$ cat config.mk
export PLATFORM = sky130hd
export DESIGN_NAME = lsu_axil
export DESIGN_NICKNAME = d
export VERILOG_FILES = /design/src/rtl/lsu_axil.sv
export SDC_FILE = /design/constraint.sdc
export NUM_CORES = 1
export LEC_CHECK = 0
export CORE_MARGIN = 8
export CORE_UTILIZATION = 64
export DETAILED_ROUTE_END_ITERATION = 10
export DONT_BUFFER_PORTS = 1
export PLACE_DENSITY = 0.8
export SLEW_MARGIN = 20
export SYNTH_ARGS = -nofsm -noshare
export SYNTH_HDL_FRONTEND = slang
export SYNTH_SLANG_ARGS = --single-unit
$ cat constraint.sdc
create_clock -name clk -period 2.29 [get_ports clk]
set_input_delay 0.458 -clock clk [delete_from_list [all_inputs] [get_ports clk]]
set_output_delay 0.458 -clock clk [all_outputs]
set_load 0.02 [all_outputs]
$ cat src/rtl/lsu_axil.sv
// lsu_axil: single-outstanding load/store unit from the execute stage to an
// AXI4-Lite data-memory port.
//   request  : i_req_valid/o_req_ready, i_req_we, i_req_width (funct3),
//              i_req_addr, i_req_wdata
//   response : o_rsp_valid/i_rsp_ready, o_rsp_rdata (extended), o_rsp_err
//   AXI-Lite : AR/R, AW/W/B channels, o_prot tied 3'b000
// Every bus and response output comes straight from a flop.
// Build option: LSU_MISALIGN_TRAP_EN - misaligned accesses return err 10
// without bus traffic; when undefined the offset is forced down to the
// access size and the access proceeds.
module lsu_axil #(
  parameter int  XLEN = 32,
  localparam int STRB = XLEN / 8
) (
  input  logic            clk,
  input  logic            rstn,
  input  logic            i_req_valid,
  output logic            o_req_ready,
  input  logic            i_req_we,
  input  logic [2:0]      i_req_width,
  input  logic [XLEN-1:0] i_req_addr,
  input  logic [XLEN-1:0] i_req_wdata,
  output logic            o_rsp_valid,
  input  logic            i_rsp_ready,
  output logic [XLEN-1:0] o_rsp_rdata,
  output logic [1:0]      o_rsp_err,
  output logic [2:0]      o_prot,
  output logic            o_arvalid,
  input  logic            i_arready,
  output logic [XLEN-1:0] o_araddr,
  input  logic            i_rvalid,
  output logic            o_rready,
  input  logic [XLEN-1:0] i_rdata,
  input  logic [1:0]      i_rresp,
  output logic            o_awvalid,
  input  logic            i_awready,
  output logic [XLEN-1:0] o_awaddr,
  output logic            o_wvalid,
  input  logic            i_wready,
  output logic [XLEN-1:0] o_wdata,
  output logic [STRB-1:0] o_wstrb,
  input  logic            i_bvalid,
  output logic            o_bready,
  input  logic [1:0]      i_bresp
);
  localparam int OFFW = $clog2(STRB);

  typedef enum logic [2:0] {IDLE, RADDR, RDATA, WRITE, WRESP, RSP} state_t;

  state_t          state_q, state_d;
  logic [2:0]      width_q, width_d;
  logic [OFFW-1:0] off_q, off_d;
  logic [XLEN-1:0] addr_q, addr_d, wdata_q, wdata_d, rdata_q, rdata_d;
  logic [STRB-1:0] wstrb_q, wstrb_d;
  logic [1:0]      err_q, err_d;
  logic            req_rdy_q, req_rdy_d, rsp_vld_q, rsp_vld_d;
  logic            arv_q, arv_d, rrdy_q, rrdy_d;
  logic            awv_q, awv_d, wv_q, wv_d, brdy_q, brdy_d;

  // request decode: byte offset, size-1 mask, legality
  logic [OFFW-1:0] req_off, req_lmask, req_off_al;
  logic            req_illegal;
  assign req_off     = i_req_addr[OFFW-1:0];
  assign req_lmask   = OFFW'((4'd1 << i_req_width[1:0]) - 4'd1);
  assign req_off_al  = req_off & ~req_lmask;
  assign req_illegal = (i_req_width == 3'b111) ||
                       ((XLEN == 32) && (i_req_width == 3'b011 || i_req_width == 3'b110));
`ifdef LSU_MISALIGN_TRAP_EN
  logic req_mis;
  assign req_mis = |(req_off & req_lmask);
`endif

  // load data: shift the addressed lane down, then sign/zero extend
  logic [XLEN-1:0] rsh, rext;
  assign rsh = i_rdata >> {off_q, 3'b000};
  always_comb begin
    case (width_q)
      3'b000:  rext = XLEN'($signed(rsh << (XLEN-8))  >>> (XLEN-8));
      3'b001:  rext = XLEN'($signed(rsh << (XLEN-16)) >>> (XLEN-16));
      3'b010:  rext = XLEN'($signed(rsh << (XLEN-32)) >>> (XLEN-32));
      3'b100:  rext = rsh & ({XLEN{1'b1}} >> (XLEN-8));
      3'b101:  rext = rsh & ({XLEN{1'b1}} >> (XLEN-16));
      3'b110:  rext = rsh & ({XLEN{1'b1}} >> (XLEN-32));
      default: rext = rsh;
    endcase
  end

  always_comb begin
    state_d   = state_q;
    width_d   = width_q;
    off_d     = off_q;
    addr_d    = addr_q;
    wdata_d   = wdata_q;
    wstrb_d   = wstrb_q;
    rdata_d   = rdata_q;
    err_d     = err_q;
    rsp_vld_d = rsp_vld_q;
    arv_d     = arv_q;
    rrdy_d    = rrdy_q;
    awv_d     = awv_q;
    wv_d      = wv_q;
    brdy_d    = brdy_q;
    case (state_q)
      IDLE: if (i_req_valid && req_rdy_q) begin
        width_d = i_req_width;
        off_d   = req_off_al;
        addr_d  = {i_req_addr[XLEN-1:OFFW], {OFFW{1'b0}}};
        rdata_d = '0;
        err_d   = 2'b00;
        if (req_illegal) begin
          err_d     = 2'b11;
          rsp_vld_d = 1'b1;
          state_d   = RSP;
`ifdef LSU_MISALIGN_TRAP_EN
        end else if (req_mis) begin
          err_d     = 2'b10;
          rsp_vld_d = 1'b1;
          state_d   = RSP;
`endif
        end else if (i_req_we) begin
          wdata_d = i_req_wdata << {req_off_al, 3'b000};
          wstrb_d = STRB'(((16'd1 << (5'd1 << i_req_width[1:0])) - 16'd1) << req_off_al);
          awv_d   = 1'b1;
          wv_d    = 1'b1;
          state_d = WRITE;
        end else begin
          arv_d   = 1'b1;
          state_d = RADDR;
        end
      end
      RADDR: if (i_arready) begin
        arv_d   = 1'b0;
        rrdy_d  = 1'b1;
        state_d = RDATA;
      end
      RDATA: if (i_rvalid) begin
        rrdy_d    = 1'b0;
        rsp_vld_d = 1'b1;
        err_d     = (i_rresp != 2'b00) ? 2'b01 : 2'b00;
        rdata_d   = (i_rresp != 2'b00) ? '0 : rext;
        state_d   = RSP;
      end
      WRITE: begin
        // AW and W retire independently; move on once both have gone
        awv_d = awv_q & ~i_awready;
        wv_d  = wv_q & ~i_wready;
        if (!awv_d && !wv_d) begin
          brdy_d  = 1'b1;
          state_d = WRESP;
        end
      end
      WRESP: if (i_bvalid) begin
        brdy_d    = 1'b0;
        rsp_vld_d = 1'b1;
        err_d     = (i_bresp != 2'b00) ? 2'b01 : 2'b00;
        rdata_d   = '0;
        state_d   = RSP;
      end
      RSP: if (i_rsp_ready) begin
        rsp_vld_d = 1'b0;
        state_d   = IDLE;
      end
      default: state_d = IDLE;
    endcase
    req_rdy_d = (state_d == IDLE);
  end

  always_ff @(posedge clk) begin
    if (!rstn) begin
      state_q   <= IDLE;
      width_q   <= '0;
      off_q     <= '0;
      addr_q    <= '0;
      wdata_q   <= '0;
      wstrb_q   <= '0;
      rdata_q   <= '0;
      err_q     <= '0;
      req_rdy_q <= 1'b0;
      rsp_vld_q <= 1'b0;
      arv_q     <= 1'b0;
      rrdy_q    <= 1'b0;
      awv_q     <= 1'b0;
      wv_q      <= 1'b0;
      brdy_q    <= 1'b0;
    end else begin
      state_q   <= state_d;
      width_q   <= width_d;
      off_q     <= off_d;
      addr_q    <= addr_d;
      wdata_q   <= wdata_d;
      wstrb_q   <= wstrb_d;
      rdata_q   <= rdata_d;
      err_q     <= err_d;
      req_rdy_q <= req_rdy_d;
      rsp_vld_q <= rsp_vld_d;
      arv_q     <= arv_d;
      rrdy_q    <= rrdy_d;
      awv_q     <= awv_d;
      wv_q      <= wv_d;
      brdy_q    <= brdy_d;
    end
  end

  assign o_req_ready = req_rdy_q;
  assign o_rsp_valid = rsp_vld_q;
  assign o_rsp_rdata = rdata_q;
  assign o_rsp_err   = err_q;
  assign o_prot      = 3'b000;
  assign o_arvalid   = arv_q;
  assign o_araddr    = addr_q;
  assign o_rready    = rrdy_q;
  assign o_awvalid   = awv_q;
  assign o_awaddr    = addr_q;
  assign o_wvalid    = wv_q;
  assign o_wdata     = wdata_q;
  assign o_wstrb     = wstrb_q;
  assign o_bready    = brdy_q;

endmodule

# Word-level counts from Yosys, hierarchy flattened
# Cells that the tools add are included.
# word_totals
elab_cells	120
in_bits	113
regBits	115
# op_classes
n_reduce_logical	25
n_addsub	2
bitwise_logic	7
mux	44
shifts	6
eq_ne	21
# op_table
operator	n
$mux W32	4
$pmux W32 S4	1
$pmux W32 S3	1
$shl A32 B5 Y32	1
$shr A32 B5 Y32	1
$mux W3	7
$ne A2 B2 Y1 const B	10
$eq A3 B3 Y1 const B	6
$mux W1	18
$pmux W3 S6	1
$shl A1 B5 Y16 const A	1
$shl A16 B2 Y4	1
$sub A16 B1 Y16 const B	1
$reduce_and A4 Y1	3
$reduce_bool A2 Y1	6
$mux W2	5
$pmux W1 S2	5
$eq A3 B2 Y1 const B	3
$logic_not A3 Y1	3
$eq A3 B1 Y1 const B	2
$pmux W2 S3	1
$reduce_and A3 Y1	2
$reduce_and A6 Y1	1
$reduce_and A5 Y1	1
other kinds (14)	20

# Depth between registers and ports, before layout
# Gate-level depths: netlist (run 1).
# depth
depth_word	7
mapped_depth	7

# Worst setup path before layout (run 1)
# OpenSTA, ideal clock, no wires.
# synth_path
kind	in2reg
from	input port i_req_width[1]
to	register wdata_q[23], in the netlist o_wdata[23]
setup_ns	0.123
required_time_ns	2.167
path_buffers	2
arrival_time_ns	1.673
cell_stages	6
slack_ns	0.494
cell_sequence	buf_6 > nor3b_1 > buf_2 > mux2_2 > a221oi_1 > nor2_1
# synth_via
elab_chain_len	5
# synth_rtl
element	line	text
start: declaration	20	input logic [2:0] i_req_width,
$shl A1 B2 Y2, or another cell as far along	64	assign req_lmask = OFFW'((4'd1 << i_req_width[1:0]) - 4'd1);
$sub A2 B1 Y2 / $logic_or A1 B1 Y1 (equally long branches)	64, 67	
$not A2 Y2 / $logic_or A1 B1 Y1 (equally long branches)	65, 66	
$and A2 B2 Y2 / $not A1 Y1 (equally long branches)	-	
$shl A32 B5 Y32 / $reduce_and A4 Y1 (equally long branches)	-	
end signal: assignment	190	wdata_q <= wdata_d;
end: declaration	53	logic [XLEN-1:0] addr_q, addr_d, wdata_q, wdata_d, rdata_q, rdata_d;
# Parallel ways exist; a longest one is shown, timed or not.
# A chain may end at the register's enable or synchronous reset.

# Worst setup path in the final report (run 1)
# layout_path
from	register state_q[1]
to	register rdata_q[12], in the netlist o_rsp_rdata[12]
# layout_via
elab_chain_len	3
# layout_rtl
element	line	text
start: declaration	50	state_t state_q, state_d;
start signal: assignment	186	state_q <= state_d;
$eq A3 B3 Y1, or another cell as far along	103	case (state_q)
$ne A2 B2 Y1 (no line) / $reduce_bool A3 Y1 (equally long branches)	-	
$reduce_and A4 Y1 (no line)	-	
end signal: assignment	192	rdata_q <= rdata_d;
end: declaration	53	
# Parallel ways exist; a longest one is shown, timed or not.

==> results of run 1 <==
==> power groups by stage <==
stage / clock network (mW) / registers, mW / logic, mW
after floorplan: 0 / 2.52 / 1.10
after global placement: 0 / 2.68 / 0.981
after detailed placement: 0 / 2.69 / 1.02
after CTS: 2.73 / 2.64 / 1.04
after global routing: 2.83 / 2.67 / 1.15
final: 2.69 / 2.64 / 1.05
==> state kept, by name, summed over array words and instances (netlist names), 2 cells and up <==
signal,count
o_rsp_rdata,32
o_wdata,32
o_araddr,30
o_wstrb,4
state_q,3
width_q,3
o_rsp_err,2
off_q,2
==> kinds of logic (layout without fill, tap and decap cells) <==
group	after synthesis	after routing
multiplexers	48	48
flip-flops	115	115
buffers and inverters	99	56
other	1	7
AND/OR/NAND/NOR	229	229
AO/OA/AOI/OAI	182	182
==> worst max-delay path, delay by kind of cell (launching register included) <==
kind            cells  cell delay (ns)
simple gates        3             1.30
flops               1             0.50
compound gates      1             0.25
==> through the flow <==
stage	util	hold WS [ns]	setup slack (ns)
2_1_floorplan	-	0.470	0.494
5_1_grt	0.689	0.0684	-0.0118
3_5_place_dp	0.622	0.510	0.180
3_3_place_gp	0.622	0.495	0.287
4_1_cts	0.688	0.0692	0.112
6_report	0.689	0.0970	0.162
==> area by class of cell <==
| class | count | area, um^2 | area share |
|---|---|---|---|
| inverter | 8 | 30.0 | 0.00478 |
| clock inverter | 10 | 156 | 0.0249 |
| sequential | 115 | 2300 | 0.367 |
| multi-input combinational | 466 | 3070 | 0.490 |
| tap | 111 | 139 | 0.0221 |
| timing repair buffer | 17 | 128 | 0.0203 |
| clock buffer | 21 | 449 | 0.0715 |
==> per-layer routing <==
metal,wire [um],up-vias,share of wire
li1,-,2256,-
met1,6060,2282,0.37
met3,1870,29,0.11
met5,0,-,0
met4,420,0,0.026
met2,8000,246,0.49
==> worst paths after layout <==
kind | startpoint | endpoint | cells past startpoint
worst max-delay path | state_q[1]$_SDFF_PN0_ | o_rsp_rdata[12]$_SDFFE_PN0P_ | 4
worst min-delay path | i_req_addr[19] | o_araddr[19]$_SDFFE_PN0P_ | 2
worst max register to register | state_q[1]$_SDFF_PN0_ | o_rsp_rdata[12]$_SDFFE_PN0P_ | 4
worst min register to register | width_q[0]$_SDFFE_PN0P_ | width_q[0]$_SDFFE_PN0P_ | 2
==> timing repair <==
action / in CTS / in global routing
setup buffers: 0 / 0
endpoints found under the hold margin: 0 / 0
resized for setup: 0 / 1
endpoints found under the setup margin: 0 / 15
hold buffers: 0 / 0
==> cells in the mapped netlist, drive strengths merged (2+ instances only) <==
cell type	instances	share of area
o211a	2	0.0034
and4	2	0.0030
a2bb2oi	7	0.010
nand4	2	0.0032
nor3	2	0.0017
a32oi	8	0.012
mux2i	29	0.049
a21oi	13	0.011
a22o	9	0.013
o21ai	39	0.033
and3b	2	0.0030
nand3b	6	0.0097
nor2	17	0.011
nand3	27	0.023
mux2	18	0.037
a221oi	8	0.012
clkbuf	20	0.013
a32o	24	0.040
nor2b	17	0.018
nor3b	3	0.0038
buf	71	0.083
and3	2	0.0021
or3b	2	0.0030
inv	8	0.0051
a31oi	4	0.0078
o21a	3	0.0038
dfxtp	115	0.39
nand2	136	0.086
nand2b	4	0.0042
a21boi	57	0.072
==> results.tsv, run 1 <==
stage	metric	value	unit
timing	maxSlewViolCount	0	
global_routing	busiest_layer	met2	
synth	synth_cell_types	60	
route	dr.pass1.iters	6	
synth	synth_compound_area_frac	0.238	
synth	synth_xor_area_frac	0	
global_routing	grt_pass1_wl	25.4	mm
timing	hold_viol_final	0	
run_status	status	completed	
flow_run	drv_cap	0	
critical_path	worstSetupEndpointType	flip-flop	
power	p_sw	1.99	mW
critical_path	cp-start-kind	flip-flop	
route	drt_first_iter_violations	364	
place	dp.cells	717	
synth	yosys.area_share.adder	0	
timing	finalCriticalPeriod	2.13	ns
synth	synthMuxAreaShare	0.0893	
global_routing	grt_pass1_vias	4686	
timing	max_freq	470	MHz
synth	yosysWarnings	0	
clocking	clock-root-buffer	clkbuf_8	
die	die_h	112	um
critical_path	cpPeakStageDelay	0.76	ns
route	routed_wl	16.3	mm
synth	async_reset_ff_frac	0	
cells_and_area	fin_area	0.00628	mm^2
critical_path	cp_slowest_cell	and3_1	
global_routing	grt_max_degree	95	
power	peakVddDrop	524	uV
route	vias	4813	
cells_and_area	antenna_cells	0	
synth	yosysSeqAreaShare	0.388	
clocking	clk_pin_slew_worst_paths	0.06	ns
synth	syn_area	0.00594	mm^2
place	numPortBuffers	0	
die	initial_core_util	0.652	
clocking	cts-htree-levels	4	
die	die_w	112	um
synth	synth_seq_cells	115	
global_routing	grt_use_met3	0.114	
clocking	clk_latency	0.50	ns
timing	finalClockSkew	0.0120	ns
global_routing	grt_use_total	0.249	
cells_and_area	drive_above_1_share	0.121	
synth	syn_avg_cell_area	8.81	um^2
route	viasPerCell	6.43	
die	core	0.00911	mm^2
synth	syn_inst	674	
die	rows	35	
place	dp_hpwl	12.0	mm
power	p_leak	2.32	nW
global_routing	grt_overflow	0	
power	power	6.37	mW
power	combPwrFrac	0.164	
timing	worst_pin_slew	0.846	ns
synth	synth_enable_flop_cells	0	
route	ant_nets	0	
critical_path	r2r_slack	0.16	ns
clocking	clock-sinks	115	
synth	synth_simple_gate_area_frac	0.184	
clocking	cts_buffers	17	
timing	setup_viol	0	
synth	synth_ff_type	dfxtp_1	
power	power_frac_clock	0.422	
route	wl_per_cell	21.9	um
cells_and_area	finalNonFillerCells	748	
critical_path	crit_arrival	2.57	ns
cells_and_area	layout_common_cells	nand2_1 (136), dfxtp_1 (115), a21boi_0 (55), o21ai_0 (38), mux2i_1 (29)	
global_routing	antenna_found_initial	0	
cells_and_area	final_common_cell	nand2_1	
timing	fin_crit_sh	0.929	
global_routing	met2_usage	0.415	
power	seqPwrFrac	0.414	
clocking	cts_buffer_depth	2	
critical_path	cp.required	2.73	ns
timing	setup_tns	0	ns
timing	maxSlewHeadroom	0.436	
clocking	cts_tree	done	
die	dieArea	0.0126	mm^2
power	p_int	4.38	mW
power	sw_frac_of_total	0.313	
route	drc	0	
critical_path	crit_chain	and4bb_1 > nand2_1 > and3_1 > a22o_1	
cells_and_area	nets	738	
synth	synth_top_family_by_area	compound AO/OA/AOI/OAI gates	
place	gp_congestion	0.861	
global_routing	use_met1	0.266	
place	place_area	0.00566	mm^2
cells_and_area	n_fill_cell	718	
critical_path	path_class	flip-flop to flip-flop	
power	powerDensity	1020	mW/mm^2
die	pin_count	257	
min_path	min_path_type	primary input to flip-flop	
critical_path	crit_fanout	24	
cells_and_area	area_growth	5.73	%
Power figures use the tool's default switching activity.
==> run 2: changes to the inputs <==
--- a/config.mk
+++ b/config.mk
@@ -5,6 +5,7 @@
 export SDC_FILE = /design/constraint.sdc
 export NUM_CORES = 1
 export LEC_CHECK = 0
+export ABC_CLOCK_PERIOD_IN_PS = 2290
 export CORE_MARGIN = 8
 export CORE_UTILIZATION = 64
 export DETAILED_ROUTE_END_ITERATION = 10
==> results of run 2 <==
No change in the layout: final DEF, timing and power equal those of run 1.
